--- src/rtl/overworld_pkg.sv ---
// rtl/overworld_pkg.sv - shared overworld types, keycodes and game-state constants
package overworld_pkg;

    typedef enum logic [1:0] {
        DOWN  = 2'd0,
        UP    = 2'd1,
        LEFT  = 2'd2,
        RIGHT = 2'd3
    } dir_t;

    typedef enum logic [1:0] {
        IDLE = 2'd0,
        TURN = 2'd1,
        STEP = 2'd2
    } motion_state_t;

    localparam logic [7:0] KEY_S = 8'h16;
    localparam logic [7:0] KEY_W = 8'h1A;
    localparam logic [7:0] KEY_A = 8'h04;
    localparam logic [7:0] KEY_D = 8'h07;
    localparam logic [7:0] KEY_B = 8'h05;

    localparam logic [3:0] GAME_STATE_MAIN = 4'd3;

    // Walk cycle: left foot, stand, right foot, stand.
    function automatic logic [1:0] quarter_frame(input logic [1:0] q);
        return (q == 2'd3) ? 2'd1 : q;
    endfunction

endpackage

--- src/rtl/vs_tick_gen.sv ---
// rtl/vs_tick_gen.sv - VGA_VS synchroniser and rising-edge frame tick
module vs_tick_gen (
    input  logic Clk,
    input  logic Reset,
    input  logic VGA_VS,
    output logic tick
);

    logic vs_meta;
    logic vs_sync;
    logic vs_prev;

    always_ff @(posedge Clk or posedge Reset) begin
        if (Reset) begin
            vs_meta <= 1'b0;
            vs_sync <= 1'b0;
            vs_prev <= 1'b0;
            tick    <= 1'b0;
        end else begin
            vs_meta <= VGA_VS;
            vs_sync <= vs_meta;
            vs_prev <= vs_sync;
            tick    <= vs_sync & ~vs_prev;
        end
    end

endmodule

--- src/rtl/char_motion_ctrl.sv ---
// rtl/char_motion_ctrl.sv - keycode-driven tile-step movement controller for the overworld
module char_motion_ctrl
    import overworld_pkg::*;
#(
    parameter int WALK_TICKS = 32,
    parameter int RUN_TICKS  = 16,
    parameter int TURN_TICKS = 4
) (
    input  logic       Clk,
    input  logic       Reset,
    input  logic       VGA_VS,
    input  logic [3:0] state_num,
    input  logic [7:0] keycode0,
    input  logic [7:0] keycode1,
    input  logic       atBounds,
    output logic [1:0] probe_dir,
    output logic [1:0] direction,
    output logic       charIsMoving,
    output logic       charIsRunning,
    output logic [1:0] charMoveFrame,
    output logic       step_done
);

    localparam logic [5:0] WALK_LEN = 6'(WALK_TICKS);
    localparam logic [5:0] RUN_LEN  = 6'(RUN_TICKS);
    localparam logic [5:0] TURN_LEN = 6'(TURN_TICKS);

    logic tick;

    vs_tick_gen u_vs_tick_gen (
        .Clk    (Clk),
        .Reset  (Reset),
        .VGA_VS (VGA_VS),
        .tick   (tick)
    );

    logic key_dn, key_up, key_lf, key_rt, key_run, any_dir, can_step;

    assign key_dn  = (keycode0 == KEY_S) || (keycode1 == KEY_S);
    assign key_up  = (keycode0 == KEY_W) || (keycode1 == KEY_W);
    assign key_lf  = (keycode0 == KEY_A) || (keycode1 == KEY_A);
    assign key_rt  = (keycode0 == KEY_D) || (keycode1 == KEY_D);
    assign key_run = (keycode0 == KEY_B) || (keycode1 == KEY_B);
    assign any_dir = key_dn | key_up | key_lf | key_rt;

    // Lowest priority first so the highest-priority key wins.
    always_comb begin
        probe_dir = direction;
        if (key_rt) probe_dir = RIGHT;
        if (key_lf) probe_dir = LEFT;
        if (key_up) probe_dir = UP;
        if (key_dn) probe_dir = DOWN;
    end

    assign can_step = any_dir && (probe_dir == direction) && !atBounds;

    motion_state_t state, nxt_state;
    logic [5:0] cnt, nxt_cnt, nxt_len, nxt_elapsed;
    logic [1:0] nxt_dir, nxt_frame, quarter;
    logic       nxt_run, nxt_done;

    always_comb begin
        nxt_state = state;
        nxt_cnt   = cnt;
        nxt_dir   = direction;
        nxt_run   = charIsRunning;
        nxt_done  = 1'b0;
        if (state_num != GAME_STATE_MAIN) begin
            nxt_state = IDLE;
            nxt_cnt   = 6'd0;
            nxt_run   = 1'b0;
        end else if (tick) begin
            case (state)
                IDLE: begin
                    if (any_dir && (probe_dir != direction)) begin
                        nxt_dir   = probe_dir;
                        nxt_cnt   = TURN_LEN;
                        nxt_state = TURN;
                    end else if (can_step) begin
                        nxt_run   = key_run;
                        nxt_cnt   = key_run ? RUN_LEN : WALK_LEN;
                        nxt_state = STEP;
                    end
                end
                TURN: begin
                    if (cnt <= 6'd1) begin
                        nxt_cnt   = 6'd0;
                        nxt_state = IDLE;
                    end else begin
                        nxt_cnt = cnt - 6'd1;
                    end
                end
                STEP: begin
                    if (cnt <= 6'd1) begin
                        nxt_done = 1'b1;
                        if (can_step) begin
                            nxt_run = key_run;
                            nxt_cnt = key_run ? RUN_LEN : WALK_LEN;
                        end else begin
                            nxt_run   = 1'b0;
                            nxt_cnt   = 6'd0;
                            nxt_state = IDLE;
                        end
                    end else begin
                        nxt_cnt = cnt - 6'd1;
                    end
                end
                default: begin
                    nxt_state = IDLE;
                    nxt_cnt   = 6'd0;
                end
            endcase
        end
    end

    // Animation column is derived from ticks elapsed since the step was loaded.
    always_comb begin
        nxt_len     = nxt_run ? RUN_LEN : WALK_LEN;
        nxt_elapsed = nxt_len - nxt_cnt;
        quarter     = 2'(nxt_elapsed >> (nxt_run ? 3'd2 : 3'd3));
        nxt_frame   = (nxt_state == STEP) ? quarter_frame(quarter) : 2'd1;
    end

    always_ff @(posedge Clk or posedge Reset) begin
        if (Reset) begin
            state         <= IDLE;
            cnt           <= 6'd0;
            direction     <= 2'd0;
            charIsMoving  <= 1'b0;
            charIsRunning <= 1'b0;
            charMoveFrame <= 2'd1;
            step_done     <= 1'b0;
        end else begin
            state         <= nxt_state;
            cnt           <= nxt_cnt;
            direction     <= nxt_dir;
            charIsMoving  <= (nxt_state == STEP);
            charIsRunning <= nxt_run;
            charMoveFrame <= nxt_frame;
            step_done     <= nxt_done;
        end
    end

endmodule
--- config.mk ---
export PLATFORM = sky130hd
export DESIGN_NAME = char_motion_ctrl
export DESIGN_NICKNAME = d
export VERILOG_FILES = /design/src/rtl/overworld_pkg.sv /design/src/rtl/vs_tick_gen.sv /design/src/rtl/char_motion_ctrl.sv
export SDC_FILE = /design/constraint.sdc
export NUM_CORES = 1
export LEC_CHECK = 0
export ABC_CLOCK_PERIOD_IN_PS = 2950
export CAP_MARGIN = 10
export CELL_PAD_IN_SITES_DETAIL_PLACEMENT = 1
export CELL_PAD_IN_SITES_GLOBAL_PLACEMENT = 1
export CORE_MARGIN = 2
export CORE_UTILIZATION = 34
export DETAILED_ROUTE_END_ITERATION = 10
export PLACE_DENSITY_LB_ADDON = 0.05
export SYNTH_ARGS = -nofsm -noshare
export SYNTH_HDL_FRONTEND = slang
export SYNTH_HIERARCHICAL = 1
export SYNTH_SLANG_ARGS = --single-unit
--- constraint.sdc ---
create_clock -name Clk -period 2.95 [get_ports Clk]
set_input_delay 0.4425 -clock Clk [delete_from_list [all_inputs] [get_ports Clk]]
set_output_delay 0.4425 -clock Clk [all_outputs]
set_load 0.005 [all_outputs]
# Yosys cells after proc, flatten, opt, wreduce, memory -nomap -nowiden
# Cells that the tools add are included.
totals:
  reg_bits: 19
  input_bits: 24
  out_inout_bits: 9
  elab_cells: 85
op_classes:
  n_addsub: 2
  n_lt_le_gt_ge: 1
  eq_ne: 17
  n_shift: 1
  n_mux: 36
  bitwise_logic: 6
  n_reduce_logical: 11
op_table:
  columns: ["op", "count"]
  rows:
  - ["6-bit 2-to-1 mux", 9]
  - ["8-bit by 3-bit == test with 1-bit output, second input constant", 6]
  - ["8-bit by 5-bit == test with 1-bit output, second input constant", 4]
  - ["2-bit 2-to-1 mux", 13]
  - ["6-bit case mux with 3 select lines", 1]
  - ["1-bit 2-to-1 mux", 11]
  - ["2-bit == test, second input constant", 3]
  - ["6-bit by 1-bit less-or-equal comparator with 1-bit output, second input constant", 1]
  - ["2-bit case mux with 3 select lines", 1]
  - ["6-bit by 2-bit right shift with 2-bit output", 1]
  - ["6-bit by 1-bit subtractor with 6-bit output, second input constant", 1]
  - ["6-bit subtractor", 1]
  - ["1-bit logical OR", 5]
  - ["4-bit by 2-bit inequality test with 1-bit output, second input constant", 1]
  - ["4-bit AND reduction", 1]
  - ["1-bit logical AND", 3]
  - ["1-bit OR", 3]
  - ["2-bit by 1-bit == test with 1-bit output, second input constant", 1]
  - ["2-bit == test", 1]
  - ["2-bit logical NOT", 1]
  - ["2-bit inequality test", 1]
  - ["1-bit inverter", 2]
  - ["1-bit case mux with 2 select lines", 1]
  - ["1-bit AND", 1]
  - ["1-bit logical NOT", 1]

# Depth between registers and ports, before layout
# Gate-level depths: netlist of run 1.
logic_depth:
  word_depth: 20
  ltp_mapped: 12
  depth_no_buf: 12

# Hierarchy
# The synthesis of run 1 kept the hierarchy.
by_module_without_submodules:
  columns: ["module", "instances", "cells_each", "area_per_inst_um2", "seq_area_each_um2"]
  rows:
  - ["char_motion_ctrl", 1, 175, 1417.6, 376.6]
  - ["vs_tick_gen", 1, 6, 117.6, 100.1]

# Worst setup path after synthesis of run 1
# No wires, ideal clock.
synth_path:
  path_kind: "input-to-reg"
  startpoint: "in keycode0[0]"
  endpoint: "reg charMoveFrame[1]"
  setup_time_ps: 82
  t_arrival_ps: 3361
  required_time_ps: 2868
  setup_slack_ps: -493
  cell_stages: 10
  path_buffers: 1
  cell_sequence: "or4_4 or2_4 o32ai_4 a211oi_2 or4_1 buf_2 o41a_1 or2_4 or3_1 a31oi_1"
synth_via:
  elab_chain_len: 20
  elab_cells_between_ends: 52
  classes_between: "1 x add/sub; 9 x eq/ne; 1 x shift; 30 x mux; 3 x bitwise; 8 x reduce/logical"
synth_rtl:
  columns: ["item", "line_no", "source"]
  rows:
  - ["start, declared", "char_motion_ctrl.sv:13", "input logic [7:0] keycode0,"]
  - ["8-bit by 3-bit == test with 1-bit output", "char_motion_ctrl.sv:42", "assign key_rt = (keycode0 == KEY_D) || (keycode1 == KEY_D);"]
  - ["1-bit logical OR", "char_motion_ctrl.sv:42", null]
  - ["2-bit 2-to-1 mux", "char_motion_ctrl.sv:49", "if (key_rt) probe_dir = RIGHT;"]
  - ["2-bit 2-to-1 mux", "char_motion_ctrl.sv:50", "if (key_lf) probe_dir = LEFT;"]
  - ["2-bit 2-to-1 mux", "char_motion_ctrl.sv:51", "if (key_up) probe_dir = UP;"]
  - ["2-bit 2-to-1 mux", "char_motion_ctrl.sv:52", "if (key_dn) probe_dir = DOWN;"]
  - ["2-bit == test", "char_motion_ctrl.sv:55", "assign can_step = any_dir && (probe_dir == direction) && !atBounds;"]
  - ["1-bit logical AND (2 in series)", "char_motion_ctrl.sv:55", null]
  - ["[4 not listed]", null, null]
  - ["1-bit 2-to-1 mux", "char_motion_ctrl.sv:68", "if (state_num != GAME_STATE_MAIN) begin"]
  - ["6-bit 2-to-1 mux", "char_motion_ctrl.sv:118", "nxt_len = nxt_run ? RUN_LEN : WALK_LEN;"]
  - ["6-bit subtractor", "char_motion_ctrl.sv:119", "nxt_elapsed = nxt_len - nxt_cnt;"]
  - ["6-bit by 2-bit right shift with 2-bit output", "char_motion_ctrl.sv:120", "quarter = 2'(nxt_elapsed >> (nxt_run ? 3'd2 : 3'd3));"]
  - ["2-bit == test", "overworld_pkg.sv:27", "return (q == 2'd3) ? 2'd1 : q;"]
  - ["2-bit 2-to-1 mux", "overworld_pkg.sv:27", null]
  - ["2-bit 2-to-1 mux (*)", "char_motion_ctrl.sv:121", "nxt_frame = (nxt_state == STEP) ? quarter_frame(quarter) : 2'd1;"]
  - ["named net nxt_frame[1]", "char_motion_ctrl.sv:59", "logic [1:0] nxt_dir, nxt_frame, quarter;"]
  - ["end signal, assigned", "char_motion_ctrl.sv:139", "charMoveFrame <= nxt_frame;"]
  - ["end, declared", "char_motion_ctrl.sv:20", "output logic [1:0] charMoveFrame,"]
# Mark *: on every way through the listed nets, which the timed path passes. The rest lies on a longest branch.
# A chain may end at the register's enable or synchronous reset.

# Final worst setup path of run 1
layout_path:
  startpoint: "in keycode0[6]"
  endpoint: "reg charMoveFrame[1]"
layout_via:
  elab_chain_len: 20
  elab_cells_between_ends: 52
  classes_between: "1 x add/sub; 9 x eq/ne; 1 x shift; 30 x mux; 3 x bitwise; 8 x reduce/logical"
layout_rtl:
  columns: ["item", "line_no", "source"]
  rows:
  - ["8-bit by 3-bit == test with 1-bit output", "char_motion_ctrl.sv:42", null]
  - ["1-bit logical OR", "char_motion_ctrl.sv:42", null]
  - ["2-bit 2-to-1 mux", "char_motion_ctrl.sv:49", null]
  - ["2-bit 2-to-1 mux", "char_motion_ctrl.sv:50", null]
  - ["2-bit 2-to-1 mux", "char_motion_ctrl.sv:51", null]
  - ["2-bit 2-to-1 mux", "char_motion_ctrl.sv:52", null]
  - ["2-bit == test", "char_motion_ctrl.sv:55", null]
  - ["1-bit logical AND (2 in series)", "char_motion_ctrl.sv:55", null]
  - ["[5 not listed]", null, null]
  - ["named net nxt_run", "char_motion_ctrl.sv:60", "logic nxt_run, nxt_done;"]
  - ["6-bit 2-to-1 mux", "char_motion_ctrl.sv:118", null]
  - ["6-bit subtractor", "char_motion_ctrl.sv:119", null]
  - ["6-bit by 2-bit right shift with 2-bit output (*)", "char_motion_ctrl.sv:120", null]
  - ["2-bit == test", "overworld_pkg.sv:27", null]
  - ["2-bit 2-to-1 mux (*)", "overworld_pkg.sv:27", null]
  - ["2-bit 2-to-1 mux (*)", "char_motion_ctrl.sv:121", null]
  - ["named net nxt_frame[1]", "char_motion_ctrl.sv:59", null]
# Marked as above.

==> reports/qor.csv, run 1 <==
metric,value,unit
routability cong.,0.866,
Worst Path Arrival,3.49,ns
leading area contributor after synthesis,dfrtp_1,
CORE AREA,4350,µm²
worst hold-check path type,input port to asynchronous set/reset pin,
Sink Count,19,
asr flop ratio synth,1.00,
fin cells,332,
r2r endpoint,charMoveFrame[1],
CTS Root Cell,clkbuf_8,
max-slew violations,0,
reg2reg start,cnt[4],
fraction of layout cells with a size suffix above 1,0.471,
"Hold Vio Cnt, Final",0,
Worst slew margin,0.547,
"EDFF count, synth",0,
post-synthesis cell count,181,
largest net degree at the start of global routing,16,
FF/Latch Area,477,µm²
Post-Place Cells,311,
Post-Route WL,7.26,mm
# H-tree levels,1,
clk buf depth,2,
Final ANT Viol Nets,0,
# diodes,0,
P per Cell Area,226,nW/µm²
"Area growth, synth to finish",76.7,%
Syn Std Cell Area,1540,µm²
Avg Inst Size Synth,8.48,µm²
setup slack after layout,-0.357,ns
Max IR drop VDD,0.140,mV
TritonCTS clock tree,built,
number of CTS-inserted buffers,3,
initial DRC count,98,
die area,5070,µm²
failing checks,negative setup slack,
Max Cap Viol,0,
sequential share of the synthesized area,0.311,
multi-input logic area,1220,µm²
Crit. End Element,register,
DR pass1 iterations,4,
first-pass GRT wire length,9.87,mm
status,finished with violations,
RSZ-0062 raised after global routing,yes,
clock-pin slew on the worst setup and hold paths,0.09,ns
initial core utilization,0.353,
Static Leak,1.28,nW
Crit Path Max Fanout,3,
GRT overflow,0,
Syn Nets,207,
Synth cell types,56,
worst reg2reg setup slack,-0.06,ns
most area-consuming cells after synthesis,"dfrtp_1, inv_1, nand2_1",
Detailed Place HPWL,4.30,mm
IO Pins,33,
Tot GR Track Use,0.248,
fin crit period,3.31,ns
smallest hold slack,0.359,ns
drt via density,5.69,
prevailing post-synth register cell,dfrtp_1,
Setup-failing EPs final,3,
total power,0.000613,W
Residual DRC,0,
critical path launch point type,input port,
vias in the first global route,2017,
Synth top area share,0.293,
worst path required time,3.14,ns
Clock Latency Late Sink,0.28,ns
post-DR wirelength/cell,21.9,µm
YS warnings,6,
final worst path period share,1.12,
crit path kind,input port to register,
#FFs+latches synth,19,
total number of vias,1890,
chip height,71.2,µm
Worst Tran Pin Value,0.678,ns
skew final,0.0115,ns
initial antenna violation count,0,
post-layout net count,307,
f_max,302,MHz
CP startpoint,keycode0[6],
Worst R2R Path Depth,11,
Rows,24,
Filler Cells Inserted,492,
DIE WIDTH,71.2,µm
IO Port Bufs,32,
setup TNS,-0.663,ns
layout make-up:
class / instances / area share
Clock buffer: 4 / 0.0166
Tap cell: 52 / 0.0240
Sequential cell: 19 / 0.176
Inverter: 15 / 0.0208
Multi-Input combinational cell: 141 / 0.451
Timing Repair Buffer: 101 / 0.312
metrics by stage:
| step | instance area, µm² | utilization | worst slack [ns] |
|---|---|---|---|
| floorplan | 1550 | - | -0.296 |
| global placement | 2280 | 0.525 | -0.677 |
| detailed placement | 2280 | 0.525 | -0.799 |
| CTS | 2490 | 0.572 | -0.284 |
| global route | 2710 | 0.623 | -0.405 |
| finish | 2710 | 0.623 | -0.357 |
cells in the final DEF, fill, tap and decap left out, types with 3 or more instances in the layout:
cell type,count
nor4b_4,3
and2_1,4
a21oi_1,5
nor3_1,6
o21a_1,4
buf_2,4
o21ai_0,3
buf_6,10
nand2_1,11
clkdlybuf4s50_1,14
o22ai_1,4
clkbuf_8,3
mux2_2,4
o31ai_1,4
dlymetal6s2s_1,4
dlygate4sd2_1,6
inv_1,15
buf_4,62
nor2_1,12
dfrtp_1,18
nand3_1,8
a31oi_1,3
or3_4,3
nand2_2,4
or4_4,4
xnor2_1,3
cells in the mapped netlist, types with 2 or more instances:
| library cell | count |
|---|---|
| inv_1 | 15 |
| o22ai_1 | 4 |
| nor3_1 | 8 |
| mux2_2 | 4 |
| xnor2_1 | 4 |
| and2_1 | 4 |
| and4b_2 | 2 |
| dfrtp_1 | 18 |
| mux2i_1 | 2 |
| or3_1 | 5 |
| o211ai_1 | 2 |
| o31ai_1 | 7 |
| nor4b_1 | 3 |
| and3_1 | 2 |
| or2_4 | 2 |
| o21a_1 | 4 |
| a21oi_1 | 6 |
| xor2_1 | 2 |
| o21ai_0 | 4 |
| and3_2 | 2 |
| ha_1 | 2 |
| a31oi_1 | 4 |
| nand3_1 | 8 |
| nor2_1 | 15 |
| nand2_1 | 15 |
| clkbuf_1 | 4 |
| or4_2 | 2 |
| or4_1 | 2 |
| nor4_1 | 2 |
sequential cells by signal, summed over array words and instances, names as in the netlist:
signal and flops:
charIsMoving 1, charIsRunning 1, charMoveFrame 2, cnt 6, direction 2, state 2, step_done 1, u_vs_tick_gen/tick 1
u_vs_tick_gen/vs_meta 1, u_vs_tick_gen/vs_prev 1, u_vs_tick_gen/vs_sync 1
power breakdown:
part,switching (W),internal (W),leakage [nW]
clock,0.000106,0.0000968,0.0228
sequential,0.00000239,0.000263,0.254
combinational,0.0000701,0.0000735,0.999
total,0.000179,0.000434,1.28
critical path, cell delays in order:
cell      delay [ns]
buf_2           0.13
or4_4           0.53
buf_4           0.17
buf_4           0.14
or4_2           0.63
o311ai_0        0.16
a211o_1         0.20
or4_4           0.14
nand2_2         0.07
buf_4           0.17
buf_4           0.14
a211oi_1        0.20
o22ai_1         0.14
a31oi_1         0.24
how the worst max path moves through the flow:
stage,depth (start not counted),slack (ns),endpoint
6_report,14,-0.36,charMoveFrame[1]
4_1_cts,10,-0.28,charMoveFrame[1]
2_1_floorplan,10,-0.30,charMoveFrame[1]
5_1_grt,14,-0.40,charMoveFrame[1]
3_5_place_dp,11,-0.80,charMoveFrame[1]
3_3_place_gp,11,-0.68,charMoveFrame[1]
per-layer routing:
metal	GRT usage	vias to the layer above	share of wire
li1	-	876	-
met1	0.278	950	0.39
met2	0.466	53	0.55
met3	0.0399	11	0.038
met4	0.0901	0	0.017
met5	0	-	0
logic make-up after synthesis:
| logic type | share of synthesized area |
|---|---|
| AO/OA/AOI/OAI | 0.225 |
| XOR/XNOR | 0.0342 |
| adder cells (fa/ha/maj) | 0.0163 |
| buffers and inverters | 0.0562 |
| flip-flops | 0.311 |
| multiplexers | 0.0424 |
| AND/OR/NAND/NOR | 0.315 |
timing repair:
| item | 4_1_cts | 5_1_grt |
|---|---|---|
| setup endpoints to repair | 15 | 6 |
| hold buffers | 0 | 0 |
| resized for setup | 64 | 35 |
| pin swaps | 18 | 19 |
| setup buffers | 10 | 8 |
No activity file was read; power rests on OpenSTA's default activity.
==> inputs of run 2 (changes only) <==
--- a/config.mk
+++ b/config.mk
@@ -10,7 +10,7 @@
 export CELL_PAD_IN_SITES_DETAIL_PLACEMENT = 1
 export CELL_PAD_IN_SITES_GLOBAL_PLACEMENT = 1
 export CORE_MARGIN = 2
-export CORE_UTILIZATION = 34
+export CORE_UTILIZATION = 25
 export DETAILED_ROUTE_END_ITERATION = 10
 export PLACE_DENSITY_LB_ADDON = 0.05
 export SYNTH_ARGS = -nofsm -noshare
==> reports/qor.csv, run 2 (synthesized netlist as in run 1, its figures left out) <==
metric,value,unit
TritonCTS clock tree,built,
P per Cell Area,218,nW/µm²
worst hold-check path type,register to register,
"Hold Vio Cnt, Final",0,
"Non-Filler Cell Area, Final",2700,µm²
post-layout net count,296,
max-slew violations,0,
Sink Count,19,
GRT overflow,0,
Crit. End Element,register,
final worst path period share,1.09,
fraction of layout cells with a size suffix above 1,0.465,
DIE WIDTH,82.4,µm
IO Port Bufs,32,
total power,0.000588,W
Static Leak,1.23,nW
setup slack after layout,-0.266,ns
f_max,311,MHz
routability cong.,0.864,
chip height,82.4,µm
crit path kind,input port to register,
total number of vias,1736,
initial DRC count,57,
setup TNS,-0.378,ns
Crit Path Max Fanout,5,
combinational power share,0.222,
fin crit period,3.22,ns
Final ANT Viol Nets,0,
largest net degree at the start of global routing,16,
Clock Power Share,0.326,
Biggest register,cnt,
highest-count cells in the layout ignoring fill and taps,"buf_4, dfrtp_1, inv_1, clkdlybuf4s50_1, nor2_1",
placed inst area,2310,µm²
Worst slew margin,0.575,
"Core Util, Final",0.456,
switching power,0.000160,W
Detailed Place HPWL,4.67,mm
"commonest non-fill, non-tap cell in the layout",buf_4,
Clock Latency Late Sink,0.26,ns
Reg power frac,0.452,
Residual DRC,0,
Worst Tran Pin Value,0.636,ns
Post-Route WL,6.21,mm
# H-tree levels,1,
worst path required time,3.08,ns
Rows,28,
initial core utilization,0.259,
RSZ-0062 raised after global routing,yes,
worst reg2reg setup slack,0.02,ns
post-DR wirelength/cell,18.1,µm
first-pass GRT wire length,9.40,mm
Net Sw Frac,0.273,
Max IR drop VDD,0.158,mV
critical path launch point type,input port,
failing checks,negative setup slack,
vias in the first global route,1919,
CORE AREA,5920,µm²
initial antenna violation count,0,
CTS Root Cell,clkbuf_8,
clk buf depth,2,
dpl ws,-0.816,ns
die area,6780,µm²
drt via density,5.05,
Tot GR Track Use,0.185,
"Area growth, synth to finish",75.8,%
Hold Buf Count CTS,0,
DR pass1 iterations,4,
Setup-failing EPs final,3,
Cell Int Power,0.000427,W
# diodes,0,
number of CTS-inserted buffers,3,
skew final,0.00145,ns
IO Pins,33,
Max Cap Viol,0,
Largest register FFs,6,
clock-pin slew on the worst setup and hold paths,0.08,ns
status,finished with violations,
Worst Path Arrival,3.35,ns
[run 2: cell types whose count changed in the layout (fill, tap and decap cells not counted), sizes merged]
| cell | before | now |
|---|---|---|
| clkinv | 0 | 1 |
| clkdlybuf4s50 | 14 | 15 |
| dlymetal6s2s | 4 | 5 |
| dlygate4sd2 | 6 | 4 |
| clkbuf | 5 | 4 |
| buf | 76 | 63 |
| clkdlybuf4s15 | 0 | 2 |
[run 2: stage by stage]
step           hold slack [ns]  instances
3_5_place_dp             0.358        333
2_1_floorplan            0.209        181
3_3_place_gp             0.338        333
6_report                 0.372        344
5_1_grt                  0.400        344
4_1_cts                  0.377        341
[run 2: timing repair]
item | in CTS | in global routing
resized for setup | 55 | 43
pin swaps | 17 | 24
buffers inserted | 4 | 4
setup endpoints to repair | 15 | 8
[run 2: power by group through the flow]
| stage | Clock (W) | Sequential [W] | Combinational (W) |
|---|---|---|---|
| floorplan | 0 | 0.000270 | 0.0000378 |
| global placement | 0 | 0.000271 | 0.000107 |
| detailed placement | 0 | 0.000271 | 0.000111 |
| CTS | 0.000197 | 0.000266 | 0.000117 |
| global route | 0.000209 | 0.000266 | 0.000141 |
| finish | 0.000192 | 0.000266 | 0.000130 |
[run 2: layout make-up]
cell class | instances | area (µm²)
clock buffers | 3 | 41.3
clock inverters | 1 | 5.00
fillers | 666 | 3220
inverters | 15 | 56.3
multi-input cells | 141 | 1260
flip-flops and latches | 19 | 477
well taps | 75 | 93.8
repair buffers | 90 | 768
[run 2: worst paths after layout]
| kind | cells after the start | startpoint | to |
|---|---|---|---|
| max | 11 | keycode1[5] | charMoveFrame[1] |
| min | 0 | u_vs_tick_gen/vs_meta | u_vs_tick_gen/vs_sync |
| max reg2reg | 9 | cnt[4] | charMoveFrame[1] |
| min reg2reg | 0 | u_vs_tick_gen/vs_meta | u_vs_tick_gen/vs_sync |
| max in group asynchronous | 2 | Reset | charIsRunning |
| min in group asynchronous | 2 | Reset | u_vs_tick_gen/vs_meta |
[run 2: worst max-delay path, cell delays in order]
cell and delay, ns:
buf_6 0.09, or4_4 0.55, nor4b_4 0.30, a311oi_2 0.08, o21a_1 0.21, or4_4 0.55, o41a_1 0.37, buf_6 0.15
and4b_2 0.23, o211ai_1 0.27, a31oi_4 0.11
[run 2: layer usage]
layer,up-vias,track usage,share of wire
li1,852,-,-
met1,856,0.198,0.39
met2,22,0.363,0.58
met3,6,0.0283,0.021
met4,0,0.0600,0.012
met5,-,0,0
